<file path="config.mk">
export PLATFORM = sky130hd
export DESIGN_NAME = lag_pl_input_trunk_credit_flat
export DESIGN_NICKNAME = d
export VERILOG_FILES = /design/src/rtl/lag_pl_input_trunk_credit_if.sv /design/src/rtl/lag_pl_input_trunk_credit.sv /design/src/flat_wrapper.sv
export SDC_FILE = /design/constraint.sdc
export NUM_CORES = 2
export LEC_CHECK = 0
export BUFFER_PORTS_ARGS = -buffer_cell sky130_fd_sc_hd__buf_2
export CAP_MARGIN = 5
export CELL_PAD_IN_SITES_DETAIL_PLACEMENT = 1
export CELL_PAD_IN_SITES_GLOBAL_PLACEMENT = 2
export CORE_MARGIN = 4
export CORE_UTILIZATION = 51
export DETAILED_ROUTE_END_ITERATION = 8
export PLACE_DENSITY = 0.9
export SETUP_SLACK_MARGIN = 0.15
export SLEW_MARGIN = 20
export SYNTH_ARGS = -nofsm -noshare
export SYNTH_HDL_FRONTEND = slang
export SYNTH_SLANG_ARGS = --single-unit
</file>
<file path="constraint.sdc">
create_clock -name clk -period 14.5 [get_ports clk]
set_input_delay 0.725 -clock clk [delete_from_list [all_inputs] [get_ports clk]]
set_output_delay 0.725 -clock clk [all_outputs]
set_load 0.02 [all_outputs]
</file>
<file path="src/rtl/lag_pl_input_trunk_credit_if.sv">
// lag_pl_input_trunk_credit_if: link-receiver / allocator bundle for one input port's PL trunk.
interface lag_pl_input_trunk_credit_if #(
  parameter int NUM_PLS = 4,
  parameter int BUF_DEPTH = 8,
  parameter int DATA_W = 64
);
  localparam int CNT_W = $clog2(BUF_DEPTH + 1);
  logic [NUM_PLS-1:0] push, tail_in, pop, pl_new_valid;
  logic [NUM_PLS*DATA_W-1:0] data_in, data_out;
  logic [NUM_PLS-1:0] tail_out, empty, full, nearly_full;
  logic [NUM_PLS*CNT_W-1:0] occupancy;
  logic [NUM_PLS*NUM_PLS-1:0] pl_new, allocated_pl;
  logic [NUM_PLS-1:0] allocated_pl_valid, credit_out, err_overflow, err_underflow, err_alloc;
  modport master (
    output push, data_in, tail_in, pop, pl_new, pl_new_valid,
    input data_out, tail_out, empty, full, nearly_full, occupancy, allocated_pl,
    allocated_pl_valid, credit_out, err_overflow, err_underflow, err_alloc
  );
  modport slave (
    input push, data_in, tail_in, pop, pl_new, pl_new_valid,
    output data_out, tail_out, empty, full, nearly_full, occupancy, allocated_pl,
    allocated_pl_valid, credit_out, err_overflow, err_underflow, err_alloc
  );
endinterface

</file>
<file path="src/rtl/lag_pl_input_trunk_credit.sv">
// lag_pl_input_trunk_credit: per-PL flit FIFOs, output-PL allocation register, credits and sticky errors.
// Define LAG_PL_ALLOC_BYPASS_EN to forward a same-cycle grant straight onto allocated_pl.
module lag_pl_input_trunk_credit #(
  parameter int NUM_PLS = 4,
  parameter int BUF_DEPTH = 8,
  parameter int DATA_W = 64
) (
  input logic clk,
  input logic rst,
  lag_pl_input_trunk_credit_if.slave tr
);
  localparam int CNT_W = $clog2(BUF_DEPTH + 1);
  localparam int PW = $clog2(BUF_DEPTH);
  for (genvar p = 0; p < NUM_PLS; p++) begin : g_pl
    logic [DATA_W:0] mem_q [BUF_DEPTH];
    logic [PW-1:0] rd_q, wr_q;
    logic [CNT_W-1:0] cnt_q;
    logic [NUM_PLS-1:0] apl_q, nw;
    logic [DATA_W:0] head;
    logic av_q, cr_q, eo_q, eu_q, ea_q;
    logic emp, ful, do_pop, do_push, tail_pop, held, bad_grant;
    assign nw = tr.pl_new[p*NUM_PLS +: NUM_PLS];
    assign emp = cnt_q == '0;
    assign ful = cnt_q == CNT_W'(BUF_DEPTH);
    assign do_pop = tr.pop[p] & ~emp;
    assign do_push = tr.push[p] & (~ful | do_pop);
    assign head = emp ? '0 : mem_q[rd_q];
    assign tail_pop = do_pop & head[DATA_W];
    assign bad_grant = tr.pl_new_valid[p] & ((nw == '0) | ((nw & (nw - NUM_PLS'(1))) != '0) | (av_q & ~tail_pop));
`ifdef LAG_PL_ALLOC_BYPASS_EN
    assign held = av_q | tr.pl_new_valid[p];
    assign tr.allocated_pl[p*NUM_PLS +: NUM_PLS] = tr.pl_new_valid[p] ? nw : apl_q;
    assign tr.allocated_pl_valid[p] = held;
`else
    assign held = av_q;
    assign tr.allocated_pl[p*NUM_PLS +: NUM_PLS] = apl_q;
    assign tr.allocated_pl_valid[p] = av_q;
`endif
    assign tr.data_out[p*DATA_W +: DATA_W] = head[DATA_W-1:0];
    assign tr.tail_out[p] = head[DATA_W];
    assign tr.empty[p] = emp;
    assign tr.full[p] = ful;
    assign tr.nearly_full[p] = cnt_q >= CNT_W'(BUF_DEPTH - 1);
    assign tr.occupancy[p*CNT_W +: CNT_W] = cnt_q;
    assign tr.credit_out[p] = cr_q;
    assign tr.err_overflow[p] = eo_q;
    assign tr.err_underflow[p] = eu_q;
    assign tr.err_alloc[p] = ea_q;
    always_ff @(posedge clk)
      if (do_push) mem_q[wr_q] <= {tr.tail_in[p], tr.data_in[p*DATA_W +: DATA_W]};
    // A tail pop releases the held PL and wins over any coincident grant.
    always_ff @(posedge clk or posedge rst)
      if (rst) begin
        rd_q <= '0;
        wr_q <= '0;
        cnt_q <= '0;
        apl_q <= '0;
        av_q <= 1'b0;
        cr_q <= 1'b0;
        eo_q <= 1'b0;
        eu_q <= 1'b0;
        ea_q <= 1'b0;
      end else begin
        rd_q <= rd_q + PW'(do_pop);
        wr_q <= wr_q + PW'(do_push);
        cnt_q <= cnt_q + CNT_W'(do_push) - CNT_W'(do_pop);
        cr_q <= do_pop;
        eo_q <= eo_q | (tr.push[p] & ~do_push);
        eu_q <= eu_q | (tr.pop[p] & emp);
        ea_q <= ea_q | bad_grant | (do_pop & ~held);
        if (tail_pop) begin
          av_q <= 1'b0;
          apl_q <= '0;
        end else if (tr.pl_new_valid[p]) begin
          av_q <= 1'b1;
          apl_q <= nw;
        end
      end
  end
endmodule
</file>
<file path="src/flat_wrapper.sv">
// flat-port wrapper written by rule: the top's interface ports become plain ports
module lag_pl_input_trunk_credit_flat 
#(
  parameter int NUM_PLS = 4,
  parameter int BUF_DEPTH = 8,
  parameter int DATA_W = 64
)
  (clk, rst, tr_push, tr_data_in, tr_tail_in, tr_pop, tr_pl_new, tr_pl_new_valid, tr_data_out, tr_tail_out, tr_empty, tr_full, tr_nearly_full, tr_occupancy, tr_allocated_pl, tr_allocated_pl_valid, tr_credit_out, tr_err_overflow, tr_err_underflow, tr_err_alloc);
  lag_pl_input_trunk_credit_if #(.NUM_PLS(NUM_PLS), .BUF_DEPTH(BUF_DEPTH), .DATA_W(DATA_W)) tr_i ();
  input logic clk;
  input logic rst;
  input wire logic [$bits(tr_i.push)-1:0] tr_push;
  input wire logic [$bits(tr_i.data_in)-1:0] tr_data_in;
  input wire logic [$bits(tr_i.tail_in)-1:0] tr_tail_in;
  input wire logic [$bits(tr_i.pop)-1:0] tr_pop;
  input wire logic [$bits(tr_i.pl_new)-1:0] tr_pl_new;
  input wire logic [$bits(tr_i.pl_new_valid)-1:0] tr_pl_new_valid;
  output wire logic [$bits(tr_i.data_out)-1:0] tr_data_out;
  output wire logic [$bits(tr_i.tail_out)-1:0] tr_tail_out;
  output wire logic [$bits(tr_i.empty)-1:0] tr_empty;
  output wire logic [$bits(tr_i.full)-1:0] tr_full;
  output wire logic [$bits(tr_i.nearly_full)-1:0] tr_nearly_full;
  output wire logic [$bits(tr_i.occupancy)-1:0] tr_occupancy;
  output wire logic [$bits(tr_i.allocated_pl)-1:0] tr_allocated_pl;
  output wire logic [$bits(tr_i.allocated_pl_valid)-1:0] tr_allocated_pl_valid;
  output wire logic [$bits(tr_i.credit_out)-1:0] tr_credit_out;
  output wire logic [$bits(tr_i.err_overflow)-1:0] tr_err_overflow;
  output wire logic [$bits(tr_i.err_underflow)-1:0] tr_err_underflow;
  output wire logic [$bits(tr_i.err_alloc)-1:0] tr_err_alloc;
  assign tr_i.push = tr_push;
  assign tr_i.data_in = tr_data_in;
  assign tr_i.tail_in = tr_tail_in;
  assign tr_i.pop = tr_pop;
  assign tr_i.pl_new = tr_pl_new;
  assign tr_i.pl_new_valid = tr_pl_new_valid;
  assign tr_data_out = tr_i.data_out;
  assign tr_tail_out = tr_i.tail_out;
  assign tr_empty = tr_i.empty;
  assign tr_full = tr_i.full;
  assign tr_nearly_full = tr_i.nearly_full;
  assign tr_occupancy = tr_i.occupancy;
  assign tr_allocated_pl = tr_i.allocated_pl;
  assign tr_allocated_pl_valid = tr_i.allocated_pl_valid;
  assign tr_credit_out = tr_i.credit_out;
  assign tr_err_overflow = tr_i.err_overflow;
  assign tr_err_underflow = tr_i.err_underflow;
  assign tr_err_alloc = tr_i.err_alloc;
  lag_pl_input_trunk_credit #(.NUM_PLS(NUM_PLS), .BUF_DEPTH(BUF_DEPTH), .DATA_W(DATA_W)) u_core (.clk(clk), .rst(rst), .tr(tr_i));
endmodule
</file>
* Yosys cells after proc, flatten, opt, wreduce, memory -nomap -nowiden
Memory sizes are Yosys's and may differ from the RTL's.
Index checks and enable logic that the tools add are counted.
Widths: inputs -> output; s select.
** Storage, ports and cells
- Memory bits (writable) :: 2080
- Memories :: 4
- Input bits :: 290
- Word-level logic and storage cells :: 196
- Bits in registers :: 76
- Output and inout bits :: 324
** Operators by class
- Muxes and demuxes :: 28
- Add/subtract/negate cells :: 20
- Magnitude comparators :: 4
- Equal/unequal tests :: 4
- Bitwise operators :: 84
- Reduce and logical (&&, ||, !) cells :: 16
** Memory list
- u_core.g_pl[0].mem_q :: words 8, bits a word 65, read ports 1, clocked after memory_dff 0, wr ports 1, RTL line lag_pl_input_trunk_credit.sv:15 : logic [DATA_W:0] mem_q [BUF_DEPTH];
- u_core.g_pl[1].mem_q :: words 8, bits a word 65, read ports 1, clocked after memory_dff 0, wr ports 1, RTL line lag_pl_input_trunk_credit.sv:15
- u_core.g_pl[2].mem_q :: words 8, bits a word 65, read ports 1, clocked after memory_dff 0, wr ports 1, RTL line lag_pl_input_trunk_credit.sv:15
- u_core.g_pl[3].mem_q :: words 8, bits a word 65, read ports 1, clocked after memory_dff 0, wr ports 1, RTL line lag_pl_input_trunk_credit.sv:15
** Operators by type and width (count)
- $mux 65 :: 4
- $and 1x1->1 :: 32
- $logic_not 4->1 :: 8
- $mux 4 :: 8
- $or 1x1->1 :: 28
- $add 3x1->3 :: 8
- $not 1->1 :: 20
- $add 4x1->4 :: 4
- $and 4x4->4 :: 4
- $eq 4x4->1 const B :: 4
- $ge 4x3->1 const B :: 4
- $mux 1 :: 16
- $reduce_bool 4->1 :: 4
- $sub 4x1->4 :: 4
- $sub 4x1->4 const B :: 4
- $reduce_bool 2->1 :: 4

* Logic depth before layout (Yosys ltp)
- Depth in word-level cells :: 10
- Depth in mapped cells :: 11
- Gate-level depth less buffers :: 11

* Least setup slack after synthesis
OpenSTA, ideal clock, no wires.
- Path type :: register -> register
- Start point :: register u_core.g_pl[1].cnt_q[2]
- End point :: memory u_core.g_pl[1].mem_q[0][0] in the netlist's numbering (enable)
- Setup time :: 0.568 ns
- Slack :: 8.208 ns
- Clock period less this slack :: 6.292 ns
- Cell stages (with the launch flop) :: 7
- Path buffers :: 0
- Data required time :: 13.932 ns
- Arrival time :: 5.724 ns
- Path through :: dfrtp_1 > inv_1 > ha_1 > nor3b_1 > a21boi_1 > nand2b_1 > nor3_1
** On the way
- Elaborated cells on any way between the ends :: 9
- Classes of those cells :: eq/ne: 1; mux: 2; bitwise: 5; reduce/logical: 1
** RTL lines
- start, declared :: RTL line lag_pl_input_trunk_credit.sv:17 : logic [CNT_W-1:0] cnt_q;
- start signal, assigned :: RTL line lag_pl_input_trunk_credit.sv:66 : cnt_q <= cnt_q + CNT_W'(do_push) - CNT_W'(do_pop);
- $eq 4x4->1 :: RTL line lag_pl_input_trunk_credit.sv:24 : assign ful = cnt_q == CNT_W'(BUF_DEPTH);
- via u_core.g_pl[1].ful :: RTL line lag_pl_input_trunk_credit.sv:21 : logic emp, ful, do_pop, do_push, tail_pop, held, bad_grant;
- $not 1->1 :: RTL line lag_pl_input_trunk_credit.sv:26 : assign do_push = tr.push[p] & (~ful | do_pop);
- $or 1x1->1 :: RTL line lag_pl_input_trunk_credit.sv:26
- $and 1x1->1 :: RTL line lag_pl_input_trunk_credit.sv:26
- $mux 1 :: RTL line lag_pl_input_trunk_credit.sv:50 : if (do_push) mem_q[wr_q] <= {tr.tail_in[p], tr.data_in[p*DATA_W +: DATA_W]};
- $mux 1 (implied by the code) :: RTL line lag_pl_input_trunk_credit.sv:50
- end, declared :: RTL line lag_pl_input_trunk_credit.sv:15
The timed path passes the listed nets, and every way through them passes these cells.

* Final worst setup path
- Start point :: register u_core.g_pl[0].rd_q[0]
- End point :: output tr_data_out[61]
** On the way
- Word-level cells in the longest chain between the ends :: 2
** RTL lines
- start, declared :: RTL line lag_pl_input_trunk_credit.sv:16 : logic [PW-1:0] rd_q, wr_q;
- start signal, assigned :: RTL line lag_pl_input_trunk_credit.sv:64 : rd_q <= rd_q + PW'(do_pop);
- $mem_v2 8x65
- $mux 65 :: RTL line lag_pl_input_trunk_credit.sv:27 : assign head = emp ? '0 : mem_q[rd_q];
- end, declared :: RTL line flat_wrapper.sv:18 : output wire logic [$bits(tr_i.data_out)-1:0] tr_data_out;
No other way between the ends.

==> results.tsv <==
stage	metric	value	unit
synth	Post-synth EDFFs	2080	
synth	Synth top cells by count	edfxtp_1 (2080), mux4_2 (508), nor2_1 (292)	
critical_path	critical setup path kind	flop to output pin	
routing	via density per instance	5.94	
timing	Slew headroom	19.8	%
synth	share of the synthesized area in the top cell type	75.1	%
critical_path	family with the most delay on the worst path	buffers and inverters	
cells_and_area	final-layout fill cell count	13700	
critical_path	Critical Path Start Type	flop	
placement	pre-CTS setup slack	9640	ps
synth	Synth Flop Type	edfxtp_1	
routing	DR iter-0 viols	4172	
critical_path	CP max stage delay	1020	ps
clock_tree	deepest clock path buffer count	3	
synth	yosys warns	0	
clock_tree	CTS tree	done	
clock_tree	Worst-path clk slew	60	ps
clock_tree	clock root buffer master	clkbuf_16	
grt	global route overflow	0	
critical_path	Critical Path Sink Type	output pin	
critical_path	CP bufs+invs	3	
power_and_ir_drop	PnR Total Power	0.0206	W
power_and_ir_drop	Leak	32.4	nW
synth	Mean Syn Cell Area	22.5	sq um
power_and_ir_drop	Reg power frac	41.4	%
die	Die H	412	microns
cells_and_area	fin nets	4732	
run	number of max-cap violations	0	
hold_path	Min-Delay Path Class	primary input to flop	
synth	register area share after synthesis	77.4	%
die	full die area	170000	sq um
timing	Final min period	5550	ps
clock_tree	H-tree depth	4	
routing	DRT Pass-1 Iters	5	
placement	Placed Area	88400	sq um
power_and_ir_drop	P per Cell Area	217	nW/um^2
synth	synthesized cell area	83100	sq um
timing	Final Worst Setup Slack	8950	ps
cells_and_area	final core utilization	59.0	%
power_and_ir_drop	Logic pwr share	33.2	%
cells_and_area	FF/Latch Area	64400	sq um
die	Cell Rows	147	
timing	Setup TNS	0	ps
die	top-level I/O count	614	
routing	drt wl/cell	30.2	microns
cells_and_area	Multi-input gate area	17500	sq um
grt	antenna violations before repair	54	
grt	vias in the first global route	43600	
synth	largest cells by area after synthesis	edfxtp_1 (75%), mux4_2 (14%), mux2i_1 (3.2%), dfrtp_1 (2.3%), nor2_1 (1.3%)	
timing	max-slew violation count	0	
synth	Synth Register Bits	2156	
timing	Fmax	180	MHz
timing	Final Cycle Share	38.2	%
clock_tree	Sink Count	2156	
power_and_ir_drop	Sw Pwr	0.00708	W
power_and_ir_drop	Sw Ratio	34.3	%
synth	Syn Nets	4041	
grt	Tot GR Track Use	24.3	%
timing	worst clock skew	31.0	ps
critical_path	cell seen most often among critical-path stages	buf_4	
timing	RSZ-0062 raised after global routing	no	
grt	pin count of the biggest net entering global routing	74	
timing	final hold vios	0	
synth	biggest area consumer among synthesized cells	edfxtp_1	
synth	count leader, synth	edfxtp_1	
placement	RePlAce Congestion	0.743	
timing	Setup Viol. Count Final	0	
power_and_ir_drop	maximum VDD drop	194	uV
clock_tree	cts bufs inserted	211	
routing	vias post-DR	40200	
placement	number of port buffers	613	
critical_path	critical path's slowest cell	dfrtp_4	
critical_path	worst-path maximum fanout	46	
placement	HPWL after DPL	120	mm
critical_path	CP cell instances	buf_4, buf_4, mux4_2, mux2i_1, nor2_1, buf_2	
synth	Synth async-reset ratio	3.53	%
routing	DRC	0	
timing	worst-margin pin slew	1200	ps
synth	Synth cell types	41	
power_and_ir_drop	Clk pwr share	25.5	%
routing	Post-Route WL	204	mm
critical_path	required time of the worst setup path	13780	ps
cells_and_area	Syn-to-layout area delta	14.5	%
die	Die Width	412	microns
cells_and_area	post-route cell area	95200	sq um
routing	ANT nets after route	0	
critical_path	WP data arrival	4820	ps
die	Initial Util	51.5	%
cells_and_area	share of cells above drive strength 1	34.2	%
power_and_ir_drop	Int Pwr	0.0135	W
outcome	status	finished, final reports clean	
clock_tree	Worst-Skew Late Latency	840	ps
synth	post-synthesis cell count	3703	
clock_tree	CTS resizes	0	
die	core area	161000	sq um
grt	global-route wire length before repair	301	mm
[cells in the final DEF (no fill, tap or decap), drive strengths merged]
cell,netlist,final
diode,0,39
edfxtp,2080,2080
xnor2,2,2
dlygate4sd3,0,1
nand2b,20,20
nand2,20,20
mux2i,268,268
clkbuf,34,284
xor2,18,18
nor2,292,292
nand3,8,8
o21ai,4,4
clkinvlp,0,1
a311o,4,4
bufinv,0,13
inv,37,44
buf,176,687
or4,4,4
clkinv,0,85
mux4,512,512
mux2,20,20
a2bb2oi,4,4
a31o,8,8
nor2b,4,4
nor3,8,8
nand3b,4,4
fa,4,4
o21a,4,4
a21boi,4,4
a21oi,4,4
ha,44,44
o211ai,4,4
and2,16,16
a21o,8,8
nand4,4,4
dfrtp,76,76
nor3b,8,8
[cell type report]
cell class	instances	area share (%)
clock inverters	106	0.945
clock buffers	284	6.00
multi-input cells	1300	18.4
repair buffers	688	3.89
diodes	39	0.103
well taps	2160	2.84
flip-flops and latches	2156	67.7
inverters	37	0.149
[what timing repair did]
item,4_1_cts,5_1_grt
hold buffers,1,0
endpoints found under the setup margin,0,0
setup buffers,0,0
hold endpoints to repair,22,0
[metal layers]
| layer | track usage (%) | up-vias | part of all wire, % |
|---|---|---|---|
| li1 | - | 16700 | - |
| met1 | 32.5 | 21500 | 39 |
| met2 | 39.8 | 1682 | 50 |
| met3 | 5.97 | 333 | 8.3 |
| met4 | 7.40 | 30 | 2.8 |
| met5 | 0 | - | 0.10 |
[cell families (layout without fill, tap and decap cells)]
family	after synthesis	after routing	synth area share (%)
xor+xnor	20	20	0.211
flops	2156	2156	77.4
mux	800	800	17.4
other cells	0	39	0
fa+ha+maj	48	48	0.758
compound gates	44	44	0.426
simple gates	388	388	1.99
buf+inv	247	1115	1.83
[state kept, by name (all words and copies together) (netlist names), 12 cells and up]
name,flops
u_core.g_pl.rd_q,12
u_core.g_pl.wr_q,12
u_core.g_pl.apl_q,16
u_core.g_pl.mem_q,2080
u_core.g_pl.cnt_q,16
[worst paths after layout]
path                            cells past startpoint  slack [ps]                      end                     from
worst max-delay path                                6        8950          tr_data_out[61]   u_core.g_pl[0].rd_q[0]
min in group asynchronous                           3         460      u_core.g_pl[1].cr_q                      rst
worst min-delay path                                2         150      u_core.g_pl[0].eu_q                tr_pop[0]
max in group asynchronous                           4       12700   u_core.g_pl[3].rd_q[0]                      rst
worst min register to register                      1         450      u_core.g_pl[0].eu_q      u_core.g_pl[0].eu_q
worst max register to register                     12       10470  u_core.g_pl[1].cnt_q[2]  u_core.g_pl[1].cnt_q[3]
[power groups by stage]
| stage | Clock [W] | Combinational (W) | Sequential [W] |
|---|---|---|---|
| finish | 0.00525 | 0.00684 | 0.00853 |
| global route | 0.00567 | 0.00727 | 0.00862 |
| CTS | 0.00536 | 0.00690 | 0.00858 |
| detailed placement | 0 | 0.00683 | 0.00869 |
| floorplan | 0 | 0.00488 | 0.00828 |
| global placement | 0 | 0.00665 | 0.00859 |
[metrics by stage]
step                      hold slack [ps]  cells
final                                 150   6770
after global routing                 88.5   6742
after CTS                            59.7   6730
after detailed placement              443   6339
after global placement                436   6336
after floorplan                       429   3703
Power figures use the tool's default switching activity.
